<file path="src/rtl/vga_pkg.sv">
// Shared 640x480@60 VGA timing and colour constants for the grid renderer.
package vga_pkg;

  localparam int H_VISIBLE = 640;
  localparam int H_FRONT   = 16;
  localparam int H_SYNC_W  = 96;
  localparam int H_BACK    = 48;
  localparam int H_TOTAL   = H_VISIBLE + H_FRONT + H_SYNC_W + H_BACK;

  localparam int V_VISIBLE = 480;
  localparam int V_FRONT   = 10;
  localparam int V_SYNC_W  = 2;
  localparam int V_BACK    = 33;
  localparam int V_TOTAL   = V_VISIBLE + V_FRONT + V_SYNC_W + V_BACK;

  localparam int CNT_W = 10;

  typedef logic [CNT_W-1:0] cnt_t;
  typedef logic [11:0]      rgb_t;

  localparam rgb_t COL_BLANK  = 12'h000;
  localparam rgb_t COL_PLAYER = 12'hF00;
  localparam rgb_t COL_GRID   = 12'h444;

endpackage

</file>
<file path="src/rtl/vga_timing.sv">
// Pixel-enable divider, horizontal/vertical raster counters and raw (unregistered) syncs.
module vga_timing
  import vga_pkg::*;
#(
  parameter int H_VIS  = H_VISIBLE,
  parameter int H_FP   = H_FRONT,
  parameter int H_SYNC = H_SYNC_W,
  parameter int H_TOT  = H_TOTAL,
  parameter int V_VIS  = V_VISIBLE,
  parameter int V_FP   = V_FRONT,
  parameter int V_SYNC = V_SYNC_W,
  parameter int V_TOT  = V_TOTAL
) (
  input  logic clk,
  input  logic rst,
  output logic o_pix_en,
  output cnt_t o_hcnt,
  output cnt_t o_vcnt,
  output logic o_h_last,
  output logic o_v_last,
  output logic o_h_vis,
  output logic o_v_vis,
  output logic o_visible,
  output logic o_hsync_n,
  output logic o_vsync_n
);

  logic [1:0] r_div;
  cnt_t       r_hcnt;
  cnt_t       r_vcnt;

  always_ff @(posedge clk or posedge rst) begin
    if (rst) r_div <= 2'd0;
    else     r_div <= r_div + 2'd1;
  end

  assign o_pix_en = (r_div == 2'd3);
  assign o_h_last = (r_hcnt == cnt_t'(H_TOT - 1));
  assign o_v_last = (r_vcnt == cnt_t'(V_TOT - 1));

  always_ff @(posedge clk or posedge rst) begin
    if (rst) begin
      r_hcnt <= '0;
      r_vcnt <= '0;
    end else if (o_pix_en) begin
      if (o_h_last) begin
        r_hcnt <= '0;
        r_vcnt <= o_v_last ? '0 : r_vcnt + cnt_t'(1);
      end else begin
        r_hcnt <= r_hcnt + cnt_t'(1);
      end
    end
  end

  assign o_hcnt    = r_hcnt;
  assign o_vcnt    = r_vcnt;
  assign o_h_vis   = (r_hcnt < cnt_t'(H_VIS));
  assign o_v_vis   = (r_vcnt < cnt_t'(V_VIS));
  assign o_visible = o_h_vis & o_v_vis;

  // Sync pulses sit after the front porch; both are active-low.
  assign o_hsync_n = !((r_hcnt >= cnt_t'(H_VIS + H_FP)) &&
                       (r_hcnt <  cnt_t'(H_VIS + H_FP + H_SYNC)));
  assign o_vsync_n = !((r_vcnt >= cnt_t'(V_VIS + V_FP)) &&
                       (r_vcnt <  cnt_t'(V_VIS + V_FP + V_SYNC)));

endmodule

</file>
<file path="src/rtl/grid_renderer.sv">
// Draws a tile grid with one red player tile; position is latched once per frame
// at the last visible pixel so the player never tears mid-frame.
module grid_renderer
  import vga_pkg::*;
#(
  parameter int TILE_PX   = 40,
  parameter int GRID_COLS = 16,
  parameter int GRID_ROWS = 12,
  parameter int H_VIS     = H_VISIBLE,
  parameter int H_FP      = H_FRONT,
  parameter int H_SYNC    = H_SYNC_W,
  parameter int H_TOT     = H_TOTAL,
  parameter int V_VIS     = V_VISIBLE,
  parameter int V_FP      = V_FRONT,
  parameter int V_SYNC    = V_SYNC_W,
  parameter int V_TOT     = V_TOTAL
) (
  input  logic       clk,
  input  logic       rst,
  input  logic [3:0] xpos,
  input  logic [3:0] ypos,
  output logic       hsync,
  output logic       vsync,
  output logic [3:0] vgaRed,
  output logic [3:0] vgaGreen,
  output logic [3:0] vgaBlue,
  output logic       frame_tick
);

  localparam int SUB_W = (TILE_PX > 1) ? $clog2(TILE_PX) : 1;
  typedef logic [SUB_W-1:0] sub_t;
  localparam sub_t SUB_LAST = sub_t'(TILE_PX - 1);

  logic w_pix_en, w_h_last, w_v_last, w_h_vis, w_v_vis, w_visible;
  logic w_hsync_n, w_vsync_n;
  cnt_t w_hcnt, w_vcnt;

  vga_timing #(
    .H_VIS (H_VIS),  .H_FP (H_FP),  .H_SYNC (H_SYNC),  .H_TOT (H_TOT),
    .V_VIS (V_VIS),  .V_FP (V_FP),  .V_SYNC (V_SYNC),  .V_TOT (V_TOT)
  ) u_timing (
    .clk       (clk),
    .rst       (rst),
    .o_pix_en  (w_pix_en),
    .o_hcnt    (w_hcnt),
    .o_vcnt    (w_vcnt),
    .o_h_last  (w_h_last),
    .o_v_last  (w_v_last),
    .o_h_vis   (w_h_vis),
    .o_v_vis   (w_v_vis),
    .o_visible (w_visible),
    .o_hsync_n (w_hsync_n),
    .o_vsync_n (w_vsync_n)
  );

  logic [7:0] r_col, r_row;
  sub_t       r_sub_x, r_sub_y;

  // Column counter only advances across the visible span, then parks until line wrap.
  always_ff @(posedge clk or posedge rst) begin
    if (rst) begin
      r_col   <= '0;
      r_sub_x <= '0;
    end else if (w_pix_en) begin
      if (w_h_last) begin
        r_col   <= '0;
        r_sub_x <= '0;
      end else if (w_h_vis) begin
        if (r_sub_x == SUB_LAST) begin
          r_sub_x <= '0;
          r_col   <= r_col + 8'd1;
        end else begin
          r_sub_x <= r_sub_x + sub_t'(1);
        end
      end
    end
  end

  always_ff @(posedge clk or posedge rst) begin
    if (rst) begin
      r_row   <= '0;
      r_sub_y <= '0;
    end else if (w_pix_en && w_h_last) begin
      if (w_v_last) begin
        r_row   <= '0;
        r_sub_y <= '0;
      end else if (w_v_vis) begin
        if (r_sub_y == SUB_LAST) begin
          r_sub_y <= '0;
          r_row   <= r_row + 8'd1;
        end else begin
          r_sub_y <= r_sub_y + sub_t'(1);
        end
      end
    end
  end

  logic       w_frame_end;
  logic [3:0] r_sx, r_sy;
  logic       r_frame_tick;

  assign w_frame_end = w_pix_en &&
                       (w_hcnt == cnt_t'(H_VIS - 1)) &&
                       (w_vcnt == cnt_t'(V_VIS - 1));

  always_ff @(posedge clk or posedge rst) begin
    if (rst) begin
      r_sx         <= '0;
      r_sy         <= '0;
      r_frame_tick <= 1'b0;
    end else begin
      r_frame_tick <= w_frame_end;
      if (w_frame_end) begin
        r_sx <= xpos;
        r_sy <= ypos;
      end
    end
  end

  logic w_player, w_grid;
  rgb_t w_rgb;

  assign w_player = (int'(r_sx) < GRID_COLS) && (int'(r_sy) < GRID_ROWS) &&
                    (r_col == 8'(r_sx)) && (r_row == 8'(r_sy));
  assign w_grid   = (r_sub_x == '0) || (r_sub_y == '0);

  always_comb begin
    w_rgb = COL_BLANK;
    if (!w_visible)   w_rgb = COL_BLANK;
    else if (w_player) w_rgb = COL_PLAYER;
    else if (w_grid)   w_rgb = COL_GRID;
  end

  logic r_hsync, r_vsync;
  rgb_t r_rgb;

  // Syncs and colour share one register stage so they always describe the same pixel.
  always_ff @(posedge clk or posedge rst) begin
    if (rst) begin
      r_hsync <= 1'b1;
      r_vsync <= 1'b1;
      r_rgb   <= COL_BLANK;
    end else if (w_pix_en) begin
      r_hsync <= w_hsync_n;
      r_vsync <= w_vsync_n;
      r_rgb   <= w_rgb;
    end
  end

  assign hsync      = r_hsync;
  assign vsync      = r_vsync;
  assign vgaRed     = r_rgb[11:8];
  assign vgaGreen   = r_rgb[7:4];
  assign vgaBlue    = r_rgb[3:0];
  assign frame_tick = r_frame_tick;

endmodule

</file>
<file path="config.mk">
export PLATFORM = sky130hd
export DESIGN_NAME = grid_renderer
export DESIGN_NICKNAME = d
export VERILOG_FILES = /design/src/rtl/vga_pkg.sv /design/src/rtl/vga_timing.sv /design/src/rtl/grid_renderer.sv
export SDC_FILE = /design/constraint.sdc
export NUM_CORES = 1
export LEC_CHECK = 0
export ABC_AREA = 1
export CORE_MARGIN = 1
export CORE_UTILIZATION = 41
export DETAILED_ROUTE_END_ITERATION = 12
export GPL_TIMING_DRIVEN = 1
export SLEW_MARGIN = 20
export SYNTH_ARGS = -nofsm -noshare
export SYNTH_HDL_FRONTEND = slang
export SYNTH_HIERARCHICAL = 1
export SYNTH_SLANG_ARGS = --single-unit
</file>
<file path="constraint.sdc">
create_clock -name clk -period 4.5 [get_ports clk]
set_clock_uncertainty 0.05 [all_clocks]
set_input_delay 0.9 -clock clk [delete_from_list [all_inputs] [get_ports clk]]
set_output_delay 0.9 -clock clk [all_outputs]
set_load 0.01 [all_outputs]
</file>
# Yosys cells after proc, flatten, opt, wreduce, memory -nomap -nowiden
# Index checks and enable logic that the tools add are counted.
# word_totals
ff_bits,73
in_bits,10
output_inout_bits,15
word_cells,75
# op_classes
n_addsub,7
magnitude_cmp,7
eq_ne,9
muxes,17
n_bitwise,1
n_reduce_logical,21
# op_table
operator,count
two-way mux 8 bit,6
two-way mux 6 bit,6
equality test 10 bit (second input constant),3
two-way mux 12 bit,2
adder 10 x 1 -> 10 bit (second input constant),2
less-than comparator 10 bit (second input constant),2
less-than comparator 10 x 9 -> 1 bit (second input constant),2
two-way mux 10 bit,2
adder 8 x 1 -> 8 bit (second input constant),2
equality test 8 x 4 -> 1 bit,2
adder 6 x 1 -> 6 bit (second input constant),2
equality test 6 bit (second input constant),2
logical NOT 6 bit,2
two-way mux 11 bit,1
equality test 10 x 9 -> 1 bit (second input constant),1
greater-or-equal comparator 10 bit (second input constant),1
greater-or-equal comparator 10 x 9 -> 1 bit (second input constant),1
nonzero test 2 bit,4
logical AND 1 bit,7
AND reduction 2 bit,3
AND reduction 3 bit,2
less-than comparator 4 bit (second input constant),1
adder 2 x 1 -> 2 bit (second input constant),1
equality test 2 bit (second input constant),1
other kinds (3),4

# Longest topological paths before layout
# Gate-level depths: netlist (run 1).
# depth
depth_word,5
mapped_depth,14
mapped_depth_nobuf,14

# Modules after synthesis
# The synthesis (run 1) kept the hierarchy.
# modules_own_cells
module,n_inst,cells_each,area_per_inst_um2,seq_area_each_um2
grid_renderer,1,342,2512.4,1053.5
vga_timing,1,173,1321.3,550.5

# Least setup slack after synthesis (run 1)
# No wires, ideal clock.
# synth_timing
path_kind,flip-flop to flip-flop
from,"reg u_timing.r_vcnt[0], in the netlist u_timing/o_vcnt[0]"
to,reg r_row[6]
t_arrival_ns,1.640
t_required_ns,4.323
path_slack_ns,2.683
path_stages_with_launch,13
n_path_buf,1
period_less_slack_ns,1.817
cell_sequence,dfrtp_1 inv_1 ha_1 nand3_1 nor2_1 nand2_1 inv_1 nor2_2 nor2_8 nand2_1 buf_6 nand2_1 o21ai_0
# synth_via
elab_chain_cells,3
elab_cells_between_ends,6
cone_classes,1 x order compare; 1 x eq/ne; 1 x mux; 3 x reduce/logical
# synth_rtl
element,line_no,text
start: declaration,vga_timing.sv:30,cnt_t r_vcnt;
start signal: assignment,vga_timing.sv:48,r_vcnt <= o_v_last ? '0 : r_vcnt + cnt_t'(1);
equality test 10 bit *,vga_timing.sv:39,assign o_v_last = (r_vcnt == cnt_t'(V_TOT - 1));
via w_v_last,grid_renderer.sv:34,"logic w_pix_en, w_h_last, w_v_last, w_h_vis, w_v_vis, w_visible;"
nonzero test 2 bit (no line),-,
AND reduction 3 bit (no line),-,
end signal: assignment,grid_renderer.sv:90,r_row <= r_row + 8'd1;
end: declaration,grid_renderer.sv:56,"logic [7:0] r_col, r_row;"
# The timed path passes the listed nets; every way through them passes the cells marked *.
# A chain may end at the register's enable or synchronous reset.

# Worst setup path in the final report (run 1)
# layout_timing
from,"reg r_hsync, in the netlist hsync"
to,out hsync
# layout_rtl
element,line_no,text
start: declaration,grid_renderer.sv:134,"logic r_hsync, r_vsync;"
start signal: assignment,grid_renderer.sv:144,r_hsync <= w_hsync_n;
end: declaration,grid_renderer.sv:22,"output logic hsync,"
# No word-level cell between the ends.

==> impl_metrics.tcl, run 1 <==
set metrics [dict create \
    outcome "completed" \
    antenna_found_initial 0 \
    cp.required_ns 3.55 \
    design.die.area_sq_mm 0.00974 \
    timing.final.hold_violations 0 \
    ant_cells 0 \
    fin_setup_tns_ns 0 \
    clk_path_buf_depth 2 \
    initial_core_util_pct 43.1 \
    slowest_stage "dfstp_2" \
    hold_path_class "flip-flop to flip-flop" \
    io-pin-count 25 \
    tritoncts "done" \
    synthSimpleGateAreaFrac_pct 33.1 \
    worst-path-buf-inv 1 \
    setup_viol 0 \
    drt-total-wl_microns 7810 \
    timing.final.crit_share_pct 52.2 \
    rsz0062_at_grt "false" \
    yosys-top-cells-area "dfrtp_1 40%, nand2_1 16%, inv_1 7.4%" \
    dieHeight_microns 98.7 \
    placement.io_buffers 18 \
    timing.critical_path.to_type "output port" \
    detailedRoute.firstIterationViolations 213 \
    critical_path.max_stage_delay_ns 0.53 \
    timing.critical_path.cells "clkdlybuf4s50_1" \
    critical_path.top_delay_family "flip-flops" \
    hold_ws_ns 0.376 \
    post_synth_edffs 0 \
    post_synth_xor_area_fraction_pct 4.80 \
    overall_track_demand_over_capacity_in_global_routing_pct 18.1 \
    maxUsedRoutingLayer "met4" \
    grt_pass1_vias 2941 \
    post_cts.repair.setup_buffers 0 \
    detail_route.first_pass.iterations 4 \
    wl_met1_microns 3990 \
    async_set_reset_flop_share_out_of_synthesis_pct 100 \
    synth.cell_area_sq_mm 0.00383 \
    fill_cells 883 \
    level_count_of_the_clock_h_tree 3 \
    start_kind "flip-flop" \
    synth_sequential_area_ratio_pct 41.8 \
    clk_latency_ns 0.34 \
    post_route_cells_drive_above_1_share_pct 7.41 \
    fp-row-count 34 \
    synthMostInstantiatedCell "nand2_1" \
    wl_met2_microns 3410 \
    maxSlewViolCount 0 \
    maxCapViolations 0 \
    cts.clk_slew.worst_paths_ns 0.07 \
    synth-compound-area-share_pct 5.32 \
    clkSinkCount 64 \
    pwr_density_cell_mw_per_mm2 258 \
    yosys.cell_types.count 35 \
    number_of_buffers_created_by_cts 9 \
    syn-mean-instance-area_sq_um 7.44 \
    cts.repair.resized 0 \
    ant_nets 0 \
    cts_hold_buf 0 \
    power_leakage_nw 2.17 \
    post_synth_mux_area_share_pct 0 \
    postSynthRegisterBits 64 \
    chipWidth_microns 98.7 \
    clock_tree.root_cell "clkbuf_8" \
    dominant_combinational_cell_family_by_area_after_synthesis "simple AND/OR/NAND/NOR gates" \
    drt_drc_violations_left 0 \
    finalNetCount 556 \
    fp.coreArea_sq_mm 0.00889 \
    syn_to_final_growth_pct 11.1 \
    postSynthCellCount 515 \
    max_freq_ghz 0.426 \
    timing_worst_setup_path_type "flip-flop to output port" \
    grt_start_max_net_pins 43 \
    slew_headroom_pct 42.0 \
    yosysWarningCount 6 \
    synth_area_leader_cell "dfrtp_1" \
    grt_overflow_total 0 \
    via_per_inst 4.85 \
    critPathArrivalTime_ns 1.40 \
    power.ir.vdd_worst_mv 0.154 \
    synthTopCellsByCount "161 x nand2_1, 76 x inv_1, 62 x dfrtp_1, 44 x nor2_1, 41 x nand3_1" \
    globalplace.congestion 0.801 \
    share_of_synthesized_cell_area_in_full_adder_half_adder_and_majority_cells_pct 3.59 \
    grt_pass1_wl_microns 13800 \
    via_count 3145 \
    max_slew.worst_pin.slew_ns 0.868 \
    post_drt_wl_per_cell_microns 12.0 \
    finalWorstPathRequiredPeriod_ns 2.35 \
    yosysTopAreaCellShare_pct 40.5 \
    synthFlopType "dfrtp_1" \
    detailroute.wirelength.met3_microns 278 \
    path_max_fanout 2 \
    dpl_hpwl_microns 5690 \
]
through the flow:
step | setup WS, ns | power (mW) | instances | util (%) | area, sq um
6_report | 2.15 | 1.10 | 648 | 47.9 | 4260
5_1_grt | 2.02 | 1.14 | 648 | 47.9 | 4260
4_1_cts | 2.13 | 1.11 | 648 | 47.9 | 4260
3_5_place_dp | 2.25 | 0.609 | 632 | 45.6 | 4050
3_3_place_gp | 2.36 | 0.609 | 632 | 45.6 | 4050
2_1_floorplan | 2.58 | 0.601 | 520 | - | 3850
layout make-up:
| cell class | count | area, sq um | share of cell area (%) |
|---|---|---|---|
| Clock buffer | 15 | 196 | 4.61 |
| Clock inverter | 1 | 7.51 | 0.176 |
| Multi-Input combinational cell | 359 | 1820 | 42.7 |
| Sequential cell | 64 | 1600 | 37.7 |
| Inverter | 82 | 310 | 7.29 |
| Timing Repair Buffer | 19 | 188 | 4.41 |
| Tap cell | 108 | 135 | 3.17 |
metal layers:
metal / vias up / GRT usage (%)
li1: 1631 / -
met1: 1450 / 25.5
met2: 55 / 27.4
met3: 9 / 3.40
met4: 0 / 7.69
met5: - / 0
final timing paths:
kind,to,slack (ns),start,cells past startpoint
worst max-delay path,hsync,2.15,hsync,1
worst min-delay path,u_timing/r_div[0],0.38,u_timing/r_div[0],1
worst max register to register,r_row[5],2.30,u_timing/o_vcnt[0],10
worst min register to register,u_timing/r_div[0],0.38,u_timing/r_div[0],1
max in group asynchronous,u_timing/o_vcnt[9],2.84,rst,2
min in group asynchronous,r_sx[2],0.97,rst,3
power breakdown:
| part | total [mW] | internal [mW] | switching, mW |
|---|---|---|---|
| clock | 0.503 | 0.276 | 0.227 |
| sequential | 0.575 | 0.575 | 0 |
| combinational | 0.0220 | 0.00742 | 0.0146 |
| total | 1.10 | 0.859 | 0.241 |
state kept, by name (all words and copies together) (netlist names):
| signal | count |
|---|---|
| hsync | 1 |
| u_timing/r_div | 2 |
| u_timing/o_vcnt | 10 |
| vsync | 1 |
| frame_tick | 1 |
| r_rgb | 3 |
| r_row | 8 |
| r_sub_y | 6 |
| r_sx | 4 |
| u_timing/o_hcnt | 10 |
| r_col | 8 |
| r_sub_x | 6 |
| r_sy | 4 |
cells in the final DEF, fill, tap and decap left out, types with 4 or more instances in the layout:
master / netlist / final
nand2_1: 161 / 161
inv_1: 76 / 75
dfrtp_1: 62 / 62
nor2_1: 44 / 44
nand3_1: 41 / 41
o21ai_0: 21 / 21
clkdlybuf4s50_1: 0 / 18
nand4_1: 15 / 15
xor2_1: 14 / 14
clkbuf_8: 0 / 14
ha_1: 11 / 11
xnor2_1: 7 / 7
a21oi_1: 7 / 7
conb_1: 1 / 6
nor2_2: 5 / 5
o21ai_1: 5 / 5
nor3_1: 5 / 5
inv_2: 4 / 4
logic make-up (layout without fill, tap and decap cells):
family,count (synthesis),in the layout
AND/OR/NAND/NOR,284,284
buffers and inverters,97,117
flip-flops,64,64
AO/OA/AOI/OAI,37,37
XOR/XNOR,21,21
adder cells (fa/ha/maj),11,11
other,1,6
No activity file was read; power rests on OpenSTA's default activity.
==> inputs of run 2 (changes only) <==
Clock period 4.5 ns to 2.4 ns, I/O delays scaled along.
==> impl_metrics.tcl, run 2 (synthesis gave the netlist of run 1 again) <==
set metrics [dict create \
    r2r.worst_path.cells 11 \
    max_slew.worst_pin.slew_ns 0.498 \
    power.total_mw 2.13 \
    post_route_cells_drive_above_1_share_pct 8.44 \
    drt-total-wl_microns 7720 \
    timing.critical_path.to_type "flip-flop" \
    power_leakage_nw 2.21 \
    slew_headroom_pct 66.6 \
    stdcell_area_sq_mm 0.00431 \
    detailedRoute.firstIterationViolations 171 \
    chipWidth_microns 98.7 \
    instances_no_fill 653 \
    fin_ws_ns 0.276 \
    finalWorstPathRequiredPeriod_ns 2.12 \
    hold_ws_ns 0.371 \
    placement.io_buffers 18 \
    tritoncts "done" \
    globalplace.congestion 0.838 \
    grt_start_max_net_pins 23 \
    antenna_found_initial 0 \
    rsz0062_at_grt "false" \
    hold_path_class "flip-flop to flip-flop" \
    timing.final.crit_share_pct 88.5 \
    cp.required_ns 2.57 \
    max_freq_ghz 0.471 \
    overall_track_demand_over_capacity_in_global_routing_pct 17.7 \
    hold_path_end "u_timing/r_div[0]" \
    fin_setup_tns_ns 0 \
    dieHeight_microns 98.7 \
    layout.cells.most_common "nand2_1" \
    fp-row-count 34 \
    timing.final.hold_violations 0 \
    maxSlewViolCount 0 \
    detail_route.first_pass.iterations 4 \
    finish.utilization_pct 48.5 \
    grt_pass1_wl_microns 13600 \
    worstHoldStart "u_timing/r_div[0]" \
    clkSinkCount 64 \
    pwr_density_cell_mw_per_mm2 494 \
    grt_pass1_vias 2879 \
    timing_worst_setup_path_type "flip-flop to flip-flop" \
    maxCapViolations 0 \
    r2r_end "r_row[3]" \
    regToRegStartpoint "u_timing/o_vcnt[0]" \
    path_max_fanout 9 \
    dpl_hpwl_microns 5900 \
    via_per_inst 4.74 \
    io-pin-count 25 \
    grt_overflow_total 0 \
    power.ir.vdd_worst_mv 0.318 \
    start_kind "flip-flop" \
    clk_path_buf_depth 2 \
    cts.clk_slew.worst_paths_ns 0.07 \
    placed_cells_incl_taps 637 \
    outcome "completed" \
    preCtsSetupSlack_ns 0.221 \
    placed_cell_area_sq_mm 0.00409 \
    initial_core_util_pct 43.1 \
    setup_viol 0 \
    fp.coreArea_sq_mm 0.00889 \
    design.die.area_sq_mm 0.00974 \
    drt_drc_violations_left 0 \
    finalNetCount 561 \
    syn_to_final_growth_pct 12.5 \
    hold_depth 1 \
    post_drt_wl_per_cell_microns 11.8 \
    critPathArrivalTime_ns 2.29 \
    most-common-layout-cells "160 x nand2_1, 75 x inv_1, 62 x dfrtp_1" \
    reg2reg_slack_ns 0.28 \
    ant_cells 0 \
    number_of_buffers_created_by_cts 9 \
    via_count 3094 \
    clk_latency_ns 0.34 \
    ant_nets 0 \
    clock_tree.root_cell "clkbuf_8" \
    level_count_of_the_clock_h_tree 3 \
]
[run 2: cell types whose count changed in the layout (fill, tap and decap cells not counted)]
cell        previous run  this run
clkinvlp_4             1         0
bufinv_16              0         1
nand2_2                2         3
clkinv_2               0         1
buf_4                  1         6
clkbuf_8              14        13
nand2_1              161       160
[run 2: timing repair]
action,CTS,global route
hold buffers,0,0
setup endpoints to repair,0,1
resized for setup,0,1
buffers inserted,0,0
[run 2: layout make-up]
type	count	area (sq um)
clock buffers	14	183
clock inverters	2	35.0
fillers	899	4580
inverters	82	310
multi-input cells	359	1820
flip-flops and latches	64	1600
well taps	108	135
repair buffers	24	225
[run 2: worst max path at each step]
| stage | from | end | slack (ns) | depth (start not counted) |
|---|---|---|---|---|
| 4_1_cts | u_timing/o_vcnt[0] | r_row[5] | 0.21 | 10 |
| 2_1_floorplan | u_timing/o_vcnt[0] | r_row[6] | 0.58 | 12 |
| 5_1_grt | u_timing/o_hcnt[0] | r_sub_x[5] | 0.04 | 12 |
| 3_5_place_dp | u_timing/o_vcnt[0] | r_row[5] | 0.22 | 10 |
| 3_3_place_gp | u_timing/o_vcnt[0] | r_row[5] | 0.30 | 10 |
| 6_report | u_timing/o_vcnt[0] | r_row[3] | 0.28 | 11 |
[run 2: critical path: stages, from the launching register on]
cell	delay (ns)
dfrtp_1	0.46
inv_1	0.12
ha_1	0.16
nand3_1	0.07
nor2_1	0.10
nand2_1	0.15
inv_1	0.23
nor2_2	0.10
nor2_8	0.16
inv_4	0.07
a21oi_4	0.21
o21ai_0	0.12
[run 2: routing by layer]
layer	vias up	global-route usage [%]	routed length, microns	share of wire (%)
met2	46	26.3	3300	43
met5	-	0	0	0
met4	0	8.04	125	1.6
li1	1639	-	-	-
met1	1399	25.5	4070	53
met3	10	2.84	221	2.9
[run 2: report_power, final]
group | internal [mW] | leakage, nW | switching [mW]
registers | 1.08 | 0.810 | 0
clock network | 0.593 | 0.113 | 0.414
logic | 0.0161 | 1.29 | 0.0281
total | 1.69 | 2.21 | 0.442
==> inputs of run 3 (changes only) <==
Settings changed: SKIP_CTS_REPAIR_TIMING from default to 1.
==> results of run 3 <==
Final layout, timing and power as in run 2 (identical DEF).
